===== config.mk =====
export PLATFORM = sky130hd
export DESIGN_NAME = button_event_decoder
export DESIGN_NICKNAME = d
export VERILOG_FILES = /design/src/rtl/btn_pkg.sv /design/src/rtl/debounce_filter.sv /design/src/rtl/button_event_decoder.sv
export SDC_FILE = /design/constraint.sdc
export NUM_CORES = 1
export LEC_CHECK = 0
export BUFFER_PORTS_ARGS = -buffer_cell sky130_fd_sc_hd__buf_2
export CAP_MARGIN = 20
export CORE_MARGIN = 4
export CORE_UTILIZATION = 55
export DETAILED_ROUTE_END_ITERATION = 8
export GPL_ROUTABILITY_DRIVEN = 0
export MAX_ROUTING_LAYER = met4
export PLACE_DENSITY = 0.75
export SLEW_MARGIN = 20
export SYNTH_ARGS = -nofsm -noshare
export SYNTH_HDL_FRONTEND = slang
export SYNTH_SLANG_ARGS = --single-unit

===== constraint.sdc =====
create_clock -name clk_16mhz -period 2.15 [get_ports clk_16mhz]
set_input_delay 0.43 -clock clk_16mhz [delete_from_list [all_inputs] [get_ports clk_16mhz]]
set_output_delay 0.43 -clock clk_16mhz [all_outputs]
set_load 0.01 [all_outputs]

===== src/rtl/btn_pkg.sv =====
// btn_pkg: shared state encoding and counter-width helper for the button event decoder
package btn_pkg;
  typedef enum logic [1:0] {IDLE, PRESSED, LONG_HOLD} btn_state_t;
  function automatic int cnt_w(input int n);
    return (n < 2) ? 1 : $clog2(n);
  endfunction
endpackage


===== src/rtl/debounce_filter.sv =====
// debounce_filter: 2-FF synchronizer plus debounce counter for the raw button pin
// Ports: clk_16mhz/rst_n (async active-low), btn_usr raw pin; btn_level debounced (1 = pressed),
// press_pulse/release_pulse registered edge strobes, press_nxt/release_nxt the same edges one cycle early.
module debounce_filter
  import btn_pkg::*;
#(
  parameter int DEBOUNCE_CYCLES = 320000,
  parameter bit ACTIVE_LOW      = 1'b1
) (
  input  logic clk_16mhz,
  input  logic rst_n,
  input  logic btn_usr,
  output logic btn_level,
  output logic press_pulse,
  output logic release_pulse,
  output logic press_nxt,
  output logic release_nxt
);
  localparam int DW = cnt_w(DEBOUNCE_CYCLES);
  logic sync1_q, sync2_q, sync_p, done;
  logic level_q, level_d, press_q, release_q;
  logic [DW-1:0] cnt_q, cnt_d;
  assign sync_p = sync2_q ^ ACTIVE_LOW;
  assign done   = (sync_p != level_q) && (cnt_q == DW'(DEBOUNCE_CYCLES - 1));
  always_comb begin
    cnt_d       = (sync_p == level_q || done) ? '0 : cnt_q + 1'b1;
    level_d     = done ? sync_p : level_q;
    press_nxt   = done & sync_p;
    release_nxt = done & ~sync_p;
  end
  // Sync flops reset to the idle pin level so a button held through reset is seen as a new press.
  always_ff @(posedge clk_16mhz or negedge rst_n) begin
    if (!rst_n) begin
      sync1_q   <= ACTIVE_LOW;
      sync2_q   <= ACTIVE_LOW;
      cnt_q     <= '0;
      level_q   <= 1'b0;
      press_q   <= 1'b0;
      release_q <= 1'b0;
    end else begin
      sync1_q   <= btn_usr;
      sync2_q   <= sync1_q;
      cnt_q     <= cnt_d;
      level_q   <= level_d;
      press_q   <= press_nxt;
      release_q <= release_nxt;
    end
  end
  assign btn_level     = level_q;
  assign press_pulse   = press_q;
  assign release_pulse = release_q;
endmodule


===== src/rtl/button_event_decoder.sv =====
// button_event_decoder: turns the raw pushbutton into press/release/short/long/double-click events
// Ports: clk_16mhz, rst_n (async active-low), btn_usr raw pin; btn_level, press_pulse, release_pulse,
// short_pulse, long_pulse, held, dbl_pulse outputs. Define BTN_DBLCLICK_EN to build double-click
// detection; otherwise dbl_pulse is tied low.
module button_event_decoder
  import btn_pkg::*;
#(
  parameter int DEBOUNCE_CYCLES   = 320000,
  parameter int LONG_CYCLES       = 16000000,
  parameter int DBL_WINDOW_CYCLES = 6400000,
  parameter bit ACTIVE_LOW        = 1'b1
) (
  input  logic clk_16mhz,
  input  logic rst_n,
  input  logic btn_usr,
  output logic btn_level,
  output logic press_pulse,
  output logic release_pulse,
  output logic short_pulse,
  output logic long_pulse,
  output logic held,
  output logic dbl_pulse
);
  localparam int HW = cnt_w(LONG_CYCLES);
  if (DEBOUNCE_CYCLES < 2 || LONG_CYCLES <= DEBOUNCE_CYCLES || DBL_WINDOW_CYCLES < 1) begin : g_bad_params
    $error("button_event_decoder: invalid timing parameters");
  end
  logic press_nxt, release_nxt;
  debounce_filter #(
    .DEBOUNCE_CYCLES(DEBOUNCE_CYCLES),
    .ACTIVE_LOW     (ACTIVE_LOW)
  ) u_filter (
    .clk_16mhz    (clk_16mhz),
    .rst_n        (rst_n),
    .btn_usr      (btn_usr),
    .btn_level    (btn_level),
    .press_pulse  (press_pulse),
    .release_pulse(release_pulse),
    .press_nxt    (press_nxt),
    .release_nxt  (release_nxt)
  );
  btn_state_t state_q, state_d;
  logic [HW-1:0] hold_q, hold_d;
  logic short_q, short_d, long_q, long_d, held_q, held_d;
  // The filter's early edge strobes let short/long line up with its registered release pulse.
  always_comb begin
    state_d = state_q;
    hold_d  = hold_q;
    short_d = 1'b0;
    long_d  = 1'b0;
    unique case (state_q)
      IDLE: if (press_nxt) begin
        state_d = PRESSED;
        hold_d  = '0;
      end
      // Release is checked first so a release on the last hold cycle is still a short click.
      PRESSED: if (release_nxt) begin
        state_d = IDLE;
        short_d = 1'b1;
      end else if (hold_q == HW'(LONG_CYCLES - 1)) begin
        state_d = LONG_HOLD;
        long_d  = 1'b1;
      end else hold_d = hold_q + 1'b1;
      LONG_HOLD: if (release_nxt) state_d = IDLE;
      default: state_d = IDLE;
    endcase
    held_d = (state_d == LONG_HOLD);
  end
  always_ff @(posedge clk_16mhz or negedge rst_n) begin
    if (!rst_n) begin
      state_q <= IDLE;
      hold_q  <= '0;
      short_q <= 1'b0;
      long_q  <= 1'b0;
      held_q  <= 1'b0;
    end else begin
      state_q <= state_d;
      hold_q  <= hold_d;
      short_q <= short_d;
      long_q  <= long_d;
      held_q  <= held_d;
    end
  end
  assign short_pulse = short_q;
  assign long_pulse  = long_q;
  assign held        = held_q;
`ifdef BTN_DBLCLICK_EN
  localparam int WW = cnt_w(DBL_WINDOW_CYCLES);
  logic [WW-1:0] win_q, win_d;
  logic win_open_q, win_open_d, armed_q, armed_d, dbl_q, dbl_d, win_last, reopen;
  assign win_last = (win_q == WW'(DBL_WINDOW_CYCLES - 1));
  // A click that completes a double click does not start a new window.
  assign reopen   = short_d & ~dbl_d;
  always_comb begin
    dbl_d      = short_d & armed_q;
    armed_d    = (short_d | long_d) ? 1'b0 : (press_nxt & win_open_q) ? 1'b1 : armed_q;
    win_open_d = reopen ? 1'b1 : (press_nxt | win_last) ? 1'b0 : win_open_q;
    win_d      = reopen ? '0 : (win_open_q & ~press_nxt & ~win_last) ? win_q + 1'b1 : win_q;
  end
  always_ff @(posedge clk_16mhz or negedge rst_n) begin
    if (!rst_n) begin
      win_q      <= '0;
      win_open_q <= 1'b0;
      armed_q    <= 1'b0;
      dbl_q      <= 1'b0;
    end else begin
      win_q      <= win_d;
      win_open_q <= win_open_d;
      armed_q    <= armed_d;
      dbl_q      <= dbl_d;
    end
  end
  assign dbl_pulse = dbl_q;
`else
  assign dbl_pulse = 1'b0;
`endif
endmodule


---- Word level (Yosys, flattened, before mapping) ----
Index checks and enable logic that the tools add are counted.
storage, ports and cells
  output and inout port bits .............. 7
  logic and storage cells ................. 46
  register bits ........................... 53
  bits of input ports ..................... 3
operators by class
  add/subtract/negate cells ............... 2
  reduce and logical (&&, ||, !) cells .... 5
  multiplexer cells ....................... 15
  eq/ne operators ......................... 10
  bitwise logic cells ..................... 3
operators by type and width
  kind                   count
  $mux 24                3
  $pmux 24 s2            1
  $add 24x1->24 const B  1
  $eq 24x24->1 const B   1
  $add 19x1->19 const B  1
  $eq 19x19->1 const B   1
  $mux 19                1
  $mux 2                 4
  $pmux 2 s3             1
  $mux 1                 5
  $eq 2x2->1 const B     2
  $ne 2x2->1 const B     2
  $reduce_and 4->1       1
  $and 1x1->1            2
  $eq 2x1->1 const B     1
  $logic_not 2->1        1
  $ne 2x1->1 const B     1
  $reduce_bool 2->1      1
  $eq 1x1->1             1
  $logic_and 1x1->1      1
  $logic_or 1x1->1       1
  $ne 1x1->1             1
  $not 1->1              1

---- Longest topological paths before layout ----
Gate-level depths: netlist of run 1.
  depth after elaboration ................. 7
  gate-level depth with buffers ........... 8
  gate-level depth less buffers ........... 7

---- By module ----
Synthesis of run 1 repeated with hierarchy kept, for this count alone.
unflattened totals
  cell total of the unflattened synthesis .. 282
  area, all modules ....................... 2,803.9 µm²
by module, submodules not included
  module                instances  area each (µm²)  sequential area each (µm²)  cells each
  button_event_decoder  1          1,686.6          725.7                       175
  debounce_filter       1          1,117.3          603.1                       107

---- Worst setup path before layout of run 1 ----
Ideal clock, no wire load.
  kind .................................... register -> register
  from .................................... reg hold_q[0]
  to ...................................... reg hold_q[23]
  cell stages (with the launch flop) ...... 9
  path slack .............................. 0.041 ns
  library setup time ...................... 0.069 ns
  arrival time ............................ 2.040 ns
  data required time ...................... 2.081 ns
  buffers on the path ..................... 1
  period minus slack after synthesis ...... 2.109 ns
  cell sequence ........................... dfrtp_1 > ha_1 > and4_1 > nand3_1 > o21ai_0 > or2_2 > buf_4 > or3_1 > nand3_1
between the ends
  cells in the longest elaborated chain, start to end .. 4
  elaborated cells on any way between the ends .. 7
  those cells by class .................... add/sub (1); eq/ne (2); mux (3); reduce/logical (1)
RTL lines
  item                      line                        source
  start: declaration        button_event_decoder.sv:43  logic [HW-1:0] hold_q, hold_d;
  start signal: assignment  button_event_decoder.sv:78  hold_q <= hold_d;
  $add 24x1->24             button_event_decoder.sv:63  end else hold_d = hold_q + 1'b1;
  $mux 24                   button_event_decoder.sv:60  end else if (hold_q == HW'(LONG_CYCLES - 1)) begin
  $mux 24                   button_event_decoder.sv:57  PRESSED: if (release_nxt) begin
  $pmux 24 s2               button_event_decoder.sv:51  unique case (state_q)
Several ways; a longest one is shown, not always the timed one. The select of a mux whose other input is x is not followed.
A chain may end at the register's enable or synchronous reset.

---- Worst setup path after layout of run 1 ----
  from .................................... reg u_filter.cnt_q[11]
  to ...................................... reg hold_q[4]
between the ends
  cells in the longest elaborated chain, start to end .. 5
  elaborated cells on any way between the ends .. 7
  those cells by class .................... eq/ne (3); bitwise (2); reduce/logical (2)
RTL lines
  item                                                line                                          source
  start: declaration                                  debounce_filter.sv:22                         logic [DW-1:0] cnt_q, cnt_d;
  start signal: assignment                            debounce_filter.sv:43                         cnt_q <= cnt_d;
  $eq 19x19->1 *                                      debounce_filter.sv:24                         assign done = (sync_p != level_q) && (cnt_q == DW'(DEBOUNCE_CYCLES - 1));
  $logic_and 1x1->1 *                                 debounce_filter.sv:24
  $and 1x1->1, on equally long branches               debounce_filter.sv:28, debounce_filter.sv:29
  $ne 2x1->1 (no line) or $ne 2x2->1 (tied branches)  --
  $reduce_and 4->1 (no line) *                        --
Mark *: on every way between the ends. The rest lies on a longest branch, timed or not.

==> flow_summary.json, run 1 <==
{
  "run_status": "finished, violations left",
  "violations": "setup timing",
  "tightest_slew_ns": 0.725,
  "utilization_pct": 66.9,
  "max_clock_freq_mhz": 459,
  "dieHeight_um": 77.9,
  "clock_latency_ns": 0.32,
  "synth_largest_area_cell": "dfrtp_1",
  "r2r_cells": 7,
  "initial_core_util_pct": 56.9,
  "cts_tree": "built",
  "ys_types": 44,
  "cp_cell_sequence": "or4b_4, nor4_4, and4_1, a211oi_2, buf_4, or4b_1, nand3_1",
  "antenna_cells": 0,
  "hold_violations": 0,
  "critical_path_required_ns": 2.41,
  "placed_cells_incl_taps": 380,
  "crit_path_max_incr_delay_ns": 0.54,
  "rsz0062_at_grt": "true",
  "synthToLayoutAreaGrowth_pct": 17.6,
  "routed_wl_mm": 5.70,
  "design_power_total_w": 0.00164,
  "ys_top_cells_by_area": "dfrtp_1 47%, xor2_1 5.5%, nor2_1 4.3%",
  "relSlewSlack_pct": 51.6,
  "cp.depth": 7,
  "slowest_stage": "or4b_4",
  "clkSinkCount": 53,
  "drtIter0Drc": 86,
  "crit_type": "flop to flop",
  "syn_area_per_cell_um2": 9.40,
  "synth_top_area_share_pct": 47.5,
  "final_nets": 330,
  "path_delay_family": "simple AND/OR/NAND/NOR gates",
  "dr.pass1.iters": 4,
  "cp_num_buf_inv": 1,
  "cts_buffers": 5,
  "ff2ff_setup_slack_ns": -0.03,
  "synth.most_common_cell": "dfrtp_1",
  "die_area_mm2": 0.00607,
  "port_buffers": 8,
  "rows": 25,
  "post-route-period-util_pct": 101,
  "worst_hold_slack_ns": 0.152,
  "ys_async_sr_fraction_pct": 100,
  "synth-seq-area-share_pct": 49.4,
  "drive_gt1_share_pct": 18.7,
  "layoutNonFillerInstCount": 393,
  "clkTransAtPathRegs_ns": 0.11,
  "grt_pass1_wl_mm": 9.82,
  "ioPinCount": 10,
  "crit_path_start_kind": "flop",
  "synth-seq-cells": 53,
  "pre_cts_ws_ns": -0.0353,
  "overflow": 0,
  "drc": 0,
  "reg2reg_from": "u_filter.cnt_q[11]",
  "cts_buffer_depth": 2,
  "path_max_fanout": 6,
  "vias": 2188,
  "wl_per_cell_um": 14.5,
  "finalClockSkew_ns": 0.0137,
  "leakage_nw": 1.43,
  "worstPathArrival_ns": 2.44,
  "worst_setup_path_end_kind": "flop",
  "power_density_mw_per_mm2": 519,
  "finalSetupViolCount": 1,
  "syn_nets": 291,
  "synth_edf_count": 0,
  "hpwl_mm": 3.91,
  "antenna_left": 0,
  "die_w_um": 77.9,
  "hold_class": "input port to async pin",
  "synth_cells": 286,
  "r2r-end": "hold_q[4]",
  "viasPerCell": 5.57,
  "final_max_slew_viol_count": 0,
  "maxCapViolCount": 0,
  "grt_pass1_vias": 2171,
  "grt_max_degree": 34,
  "synth_ff_type": "dfrtp_1",
  "root_buffer": "clkbuf_8",
  "synth_area_mm2": 0.00269,
  "nFillCells": 388,
  "yosysWarningCount": 0,
  "core_area_mm2": 0.00472,
  "htree_levels": 2,
  "grt_usage_pct": 20.9,
  "peakVddDrop_uv": 425,
  "layout_setup_ws_ns": -0.0267,
  "synth_common_cells": "51 x dfrtp_1, 31 x nor2_1, 26 x nand2_1",
  "finalWorstPathRequiredPeriod_ns": 2.18,
  "antenna_found_initial": 0
}
state kept, by name, summed over array words and instances (netlist names):
name                    flops
u_filter.press_pulse        1
u_filter.release_pulse      1
short_pulse                 1
long_pulse                  1
state_q                     2
u_filter.sync2_q            1
u_filter.cnt_q             19
held                        1
u_filter.btn_level          1
hold_q                     24
u_filter.sync1_q            1
placed cells by master (no fill, tap or decap), drive strengths merged, types with 5 or more instances in the layout:
| master | count |
|---|---|
| nand4 | 9 |
| inv | 13 |
| or3 | 9 |
| buf | 40 |
| and3 | 7 |
| and4 | 6 |
| xor2 | 17 |
| dfrtp | 51 |
| a21oi | 15 |
| nor4 | 7 |
| o21ai | 19 |
| xnor2 | 6 |
| nand2 | 26 |
| nor2 | 31 |
| and2 | 5 |
| clkbuf | 5 |
| a31oi | 6 |
| nand2b | 5 |
| nand3 | 22 |
worst max path at each step:
| stage | endpoint | startpoint | slack (ns) |
|---|---|---|---|
| after global routing | hold_q[12] | u_filter.cnt_q[11] | -0.16 |
| after CTS | hold_q[4] | u_filter.cnt_q[11] | -0.05 |
| after detailed placement | hold_q[4] | u_filter.cnt_q[11] | -0.04 |
| after floorplan | hold_q[23] | hold_q[0] | 0.04 |
| final | hold_q[4] | u_filter.cnt_q[11] | -0.03 |
| after global placement | hold_q[4] | u_filter.cnt_q[11] | -0.004 |
metrics by stage:
step	TNS, ns	area, um^2
floorplan	0	2690
global placement	-0.00446	2990
detailed placement	-0.0353	2990
CTS	-0.0625	3090
global route	-1.58	3160
finish	-0.0267	3160
worst reg2reg max path, stage by stage (launching register included):
cell and delay (ns):
dfrtp_1 0.39, or4b_4 0.54, nor4_4 0.19, and4_1 0.24
a211oi_2 0.05, buf_4 0.16, or4b_1 0.46, nand3_1 0.08
kinds of logic (layout without fill, tap and decap cells):
logic type,after synthesis,after routing,synth area share (%)
AOI/OAI and AO/OA,44,44,9.12
xor gates and xnor gates,23,23,7.50
adders and majority gates,2,2,0.931
buffers and inverters,21,60,3.72
DFF,53,53,49.4
other,1,1,0.140
and+or+nand+nor,142,143,29.1
layout make-up:
type                            count  area, um^2  share of cell area, %
Inverter                           12        47.5                   1.50
Clock buffer                        5        68.8                   2.18
Clock inverter                      3        25.0                  0.792
Sequential cell                    53        1330                   42.0
Tap cell                           67        83.8                   2.65
Multi-Input combinational cell    213        1300                   41.2
Timing Repair Buffer               40         305                   9.66
report_power, final:
| part | total [W] | internal (W) | switching [W] | leakage, nW |
|---|---|---|---|---|
| Clock | 0.000587 | 0.000236 | 0.000351 | 0.0447 |
| Sequential | 0.00101 | 0.00100 | 0.00000528 | 0.731 |
| Combinational | 0.0000437 | 0.0000120 | 0.0000316 | 0.650 |
| Total | 0.00164 | 0.00125 | 0.000388 | 1.43 |
routing by layer:
layer	vias to the layer above	global-route usage, %	share of wire [%]
met5	-	-	0
met4	0	7.87	1.6
met2	38	33.4	49
met3	9	4.29	3.7
met1	1061	26.3	45
li1	1080	-	-
timing repair:
action                                  in CTS  in global routing
endpoints found under the setup margin       2                 24
cloned                                       0                  1
pin swaps                                    1                  3
gates resized for setup                      1                 16
buffers inserted                             1                  3
hold buffers                                 0                  0
endpoints found under the hold margin        0                  0
(Power assumes the default switching activity.)
==> run 2: changes to the inputs <==
CORE_UTILIZATION = 43   (was 55)
PLACE_DENSITY = default   (was 0.75)
==> run 2 against run 1 <==
Against the previous run: the flow still finishes with violations (setup timing); clock-buffer cell count is the same; sequential cell count is the same; global-route usage shrank 3.8 points; sequential share of layout area grew 0.083 points.
==> flow_summary.json, run 2 (synthesis results as in run 1) <==
{
  "run_status": "finished, violations left",
  "violations": "setup timing",
  "mostFrequentLayoutCells": "51 x dfrtp_1, 31 x nor2_1, 26 x nand2_1, 26 x buf_4, 22 x nand3_1",
  "slowest_stage": "or4b_4",
  "die_area_mm2": 0.00758,
  "cp_num_buf_inv": 1,
  "cp_cell_sequence": "or4b_4, nor4_4, and4_1, a211oi_2, buf_4, or4b_1, nand3_1",
  "final_common_cell": "dfrtp_1",
  "antenna_found_initial": 0,
  "wl_per_cell_um": 14.4,
  "internal_power_w": 0.00137,
  "grt_pass1_vias": 2061,
  "layout_setup_ws_ns": -0.00500,
  "r2r_cells": 7,
  "htree_levels": 2,
  "overflow": 0,
  "critical_path_required_ns": 2.39,
  "maxCapViolCount": 0,
  "power.switching_w": 0.000379,
  "utilization_pct": 52.7,
  "drc": 0,
  "dieHeight_um": 87.1,
  "vias": 2144,
  "finalWorstPathRequiredPeriod_ns": 2.15,
  "placed_area_mm2": 0.00303,
  "rsz0062_at_grt": "true",
  "peakVddDrop_uv": 355,
  "final_area_mm2": 0.00315,
  "relSlewSlack_pct": 62.0,
  "grt_max_degree": 31,
  "crit_path_start_kind": "flop",
  "clockPowerShare_pct": 39.6,
  "reg2reg_from": "u_filter.cnt_q[12]",
  "fin_tns_setup_ns": -0.00500,
  "crit_path_max_incr_delay_ns": 0.55,
  "cp-startpoint": "u_filter.cnt_q[12]",
  "antenna_left": 0,
  "clkTransAtPathRegs_ns": 0.10,
  "core_area_mm2": 0.00599,
  "hold_class": "input port to async pin",
  "r2r-end": "hold_q[4]",
  "antenna_cells": 0,
  "finalSetupViolCount": 1,
  "ff2ff_setup_slack_ns": -0.005,
  "power_density_mw_per_mm2": 554,
  "swShare_pct": 21.7,
  "leakage_nw": 1.42,
  "max_clock_freq_mhz": 464,
  "cts_buffers": 5,
  "clkSinkCount": 53,
  "largest_reg_flops": 24,
  "reg_top3": "hold_q: 24 flops, u_filter.cnt_q: 19 flops, state_q: 2 flops",
  "crit_type": "flop to flop",
  "design_power_total_w": 0.00175,
  "path_max_fanout": 5,
  "path_delay_family": "simple AND/OR/NAND/NOR gates",
  "final_max_slew_viol_count": 0,
  "seq_power_share_pct": 57.8,
  "hold_violations": 0,
  "post-route-period-util_pct": 100,
  "grt_usage_pct": 17.1,
  "cts_buffer_depth": 2,
  "synthToLayoutAreaGrowth_pct": 17.4,
  "tightest_slew_ns": 0.571,
  "clock_latency_ns": 0.31,
  "dr.pass1.iters": 4,
  "hpwl_mm": 4.06,
  "port_buffers": 8,
  "ioPinCount": 10,
  "drive_gt1_share_pct": 17.0,
  "viasPerCell": 5.39,
  "grt_pass1_wl_mm": 9.96,
  "initial_core_util_pct": 44.9,
  "cts_tree": "built",
  "regMostFlops": "hold_q",
  "rows": 28,
  "die_w_um": 87.1,
  "worst_setup_path_end_kind": "flop",
  "finalClockSkew_ns": 0.0127,
  "root_buffer": "clkbuf_8",
  "routed_wl_mm": 5.73,
  "drtIter0Drc": 156,
  "worstPathArrival_ns": 2.40,
  "final_nets": 327,
  "share_comb_of_total_power_pct": 2.6
}
==> run 2: cell types whose count changed in the layout (fill, tap and decap cells not counted), sizes merged <==
| cell | before | now |
|---|---|---|
| clkinvlp | 1 | 0 |
| buf | 40 | 38 |
| or2 | 2 | 1 |
| bufinv | 0 | 1 |
==> run 2: final cells by class <==
| type | instances | area, um^2 |
|---|---|---|
| tap | 75 | 93.8 |
| fill | 539 | 2840 |
| clock inverter | 3 | 43.8 |
| timing repair buffer | 38 | 307 |
| inverter | 12 | 45.0 |
| multi-input combinational | 212 | 1270 |
| clock buffer | 5 | 68.8 |
| sequential | 53 | 1330 |
==> run 2: metrics by stage <==
step	worst slack [ns]	hold slack [ns]	instances
2_1_floorplan	0.0411	0.134	286
3_3_place_gp	0.0277	0.348	390
3_5_place_dp	-0.0244	0.353	390
4_1_cts	-0.0106	0.117	398
5_1_grt	-0.108	0.133	398
6_report	-0.00500	0.102	398
==> run 2: how the worst max path moves through the flow <==
stage	depth (start not counted)	slack, ns	to
finish	7	-0.005	hold_q[4]
global route	9	-0.11	hold_q[3]
CTS	7	-0.01	hold_q[4]
detailed placement	9	-0.02	hold_q[16]
global placement	8	0.03	hold_q[4]
floorplan	8	0.04	hold_q[23]
==> run 2: routing by layer <==
layer	vias to the layer above	wire (um)	global-route usage (%)
li1	1072	-	-
met1	1040	2960	24.0
met2	27	2530	25.7
met3	5	194	3.12
met4	0	48	4.25
met5	-	0	-
==> run 2: power groups by stage <==
stage	clock, W	sequential, W	combinational (W)
after floorplan	0	0.00103	0.0000162
after global placement	0	0.00103	0.0000471
after detailed placement	0	0.00103	0.0000481
after CTS	0.000716	0.00101	0.0000483
after global routing	0.000754	0.00101	0.0000536
final	0.000691	0.00101	0.0000452
==> run 2: worst reg2reg max path: cells and delay by family (launching register included) <==
family | cells | cell delay (ns)
buffers and inverters | 1 | 0.16
AOI/OAI and AO/OA | 1 | 0.05
DFF | 1 | 0.39
and+or+nand+nor | 5 | 1.50
==> run 2: timing repair <==
action / 4_1_cts / 5_1_grt
gates resized for setup: 6 / 10
setup endpoints to repair: 8 / 24
setup buffers: 1 / 0
pin swaps: 2 / 4
hold buffers: 0 / 0
cloned: 0 / 0
==> run 3: changes to the inputs <==
CORE_UTILIZATION = 26   (was 43)
==> run 3 against run 2 <==
Against the previous run: the flow now finishes without violations; largest cell class unchanged; global-route usage fell by 6.8 points; sequential cell count did not move; sequential power barely moved; via count is 0.65% lower; critical path depth did not move; cell count grew 15%; sequential share of layout area is 0.84 points lower; core utilization shrank 20 points; setup slack improved by 0.011 ns.
==> flow_summary.json, run 3 (synthesis results as in run 1) <==
{
  "power_density_mw_per_mm2": 501,
  "nFillCells": 1031,
  "maxCapViolCount": 0,
  "regMostFlops": "hold_q",
  "mostFrequentLayoutCells": "51 x dfrtp_1, 31 x nor2_1, 31 x buf_4, 26 x nand2_1, 21 x nand3_1",
  "worst_hold_slack_ns": 0.230,
  "worst_setup_path_end_kind": "flop",
  "crit_path_start_kind": "flop",
  "finalWorstPathRequiredPeriod_ns": 2.14,
  "die_area_mm2": 0.0120,
  "clkSinkCount": 53,
  "pre_cts_ws_ns": -0.0446,
  "viasPerCell": 4.66,
  "max_clock_freq_mhz": 466,
  "grt_pass1_vias": 2009,
  "finalClockSkew_ns": 0.00958,
  "seq_power_share_pct": 62.7,
  "post-route-period-util_pct": 99.7,
  "routed_wl_mm": 5.57,
  "largest_reg_flops": 24,
  "core_area_mm2": 0.00991,
  "drc": 0,
  "peakVddDrop_uv": 206,
  "drtIter0Drc": 153,
  "clkTransAtPathRegs_ns": 0.09,
  "grt_usage_pct": 10.3,
  "htree_levels": 2,
  "path_max_fanout": 8,
  "cp-startpoint": "u_filter.cnt_q[11]",
  "initial_core_util_pct": 27.1,
  "run_status": "completed",
  "clockPowerShare_pct": 34.7,
  "tightest_slew_ns": 0.655,
  "final_nets": 329,
  "antenna_left": 0,
  "hp-start": "btn_usr",
  "cts_buffers": 5,
  "vias": 2130,
  "power.switching_w": 0.000340,
  "swShare_pct": 21.1,
  "final_max_slew_viol_count": 0,
  "antenna_found_initial": 0,
  "critical_path_required_ns": 2.39,
  "hold_violations": 0,
  "worstPathArrival_ns": 2.39,
  "crit_type": "flop to flop",
  "finalSetupViolCount": 0,
  "port_buffers": 8,
  "cts_buffer_depth": 2,
  "synthToLayoutAreaGrowth_pct": 19.7,
  "grt_max_degree": 54,
  "internal_power_w": 0.00127,
  "overflow": 0,
  "wl_per_cell_um": 12.2,
  "reg_top3": "hold_q: 24 flops, u_filter.cnt_q: 19 flops, state_q: 2 flops",
  "rows": 36,
  "layout_setup_ws_ns": 0.00604,
  "antenna_cells": 0,
  "drive_gt1_share_pct": 19.1,
  "grt_pass1_wl_mm": 9.65,
  "dr.pass1.iters": 4,
  "share_comb_of_total_power_pct": 2.6,
  "rsz0062_at_grt": "true",
  "hpwl_mm": 3.97,
  "relSlewSlack_pct": 56.3,
  "ioPinCount": 10,
  "die_w_um": 110,
  "clock_latency_ns": 0.30,
  "leakage_nw": 1.42,
  "cts_tree": "built",
  "final_common_cell": "dfrtp_1",
  "root_buffer": "clkbuf_8",
  "dieHeight_um": 110,
  "reg2reg_from": "u_filter.cnt_q[11]",
  "hold_class": "input port to flop"
}
## run 3: metal layers
metal	GRT usage [%]	share of wire (%)	vias to the layer above
met5	-	0	-
met4	2.40	0.95	0
met3	2.47	3.0	7
met2	16.3	47	16
met1	13.4	49	1032
li1	-	-	1075
## run 3: worst max-delay path, cell delays in order (launching register included)
cell	delay, ns
dfrtp_1	0.38
or4b_4	0.54
nor4_4	0.17
and4_1	0.23
a211oi_2	0.05
buf_4	0.16
or4b_1	0.46
nand3_1	0.10
## run 3: final timing paths
check / end / slack [ns] / cells after the start
max in group asynchronous: u_filter.cnt_q[0] / 1.47 / 2
setup reg to reg: hold_q[4] / 0.006 / 7
setup / recovery: hold_q[4] / 0.006 / 7
min in group asynchronous: u_filter.cnt_q[17] / 0.25 / 2
hold reg to reg: u_filter.sync2_q / 0.36 / 0
hold / removal: u_filter.sync1_q / 0.23 / 1
## run 3: layout make-up
class                      instances  area, um^2  area share (%)
multi-input combinational        212        1310            40.6
inverter                          12        45.0            1.40
sequential                        53        1330            41.3
timing repair buffer              40         284            8.83
tap                              133         166            5.17
clock buffer                       7        86.3            2.68
## run 3: power by group through the flow
stage          clock network (W)  registers [W]   logic, W
6_report                0.000559        0.00101  0.0000419
4_1_cts                 0.000589        0.00101  0.0000442
5_1_grt                 0.000626        0.00101  0.0000510
3_5_place_dp                   0        0.00103  0.0000441
2_1_floorplan                  0        0.00103  0.0000162
3_3_place_gp                   0        0.00103  0.0000436
## run 3: metrics by stage
stage	instance area, um^2	setup TNS [ns]	utilization [%]	std cells	power [W]
floorplan	2690	0	-	286	0.00104
finish	3220	0	32.5	457	0.00161
global route	3220	-1.02	32.5	457	0.00169
detailed placement	3060	-0.151	30.9	448	0.00107
global placement	3060	-0.142	30.9	448	0.00107
CTS	3170	-0.0561	32.0	456	0.00164
## run 3: timing repair
item                                    in CTS  in global routing
setup buffers                                1                  1
endpoints found under the setup margin      11                 23
pin swaps                                    1                  2
hold buffers                                 0                  0
resized for setup                            3                 16
cloned                                       0                  0
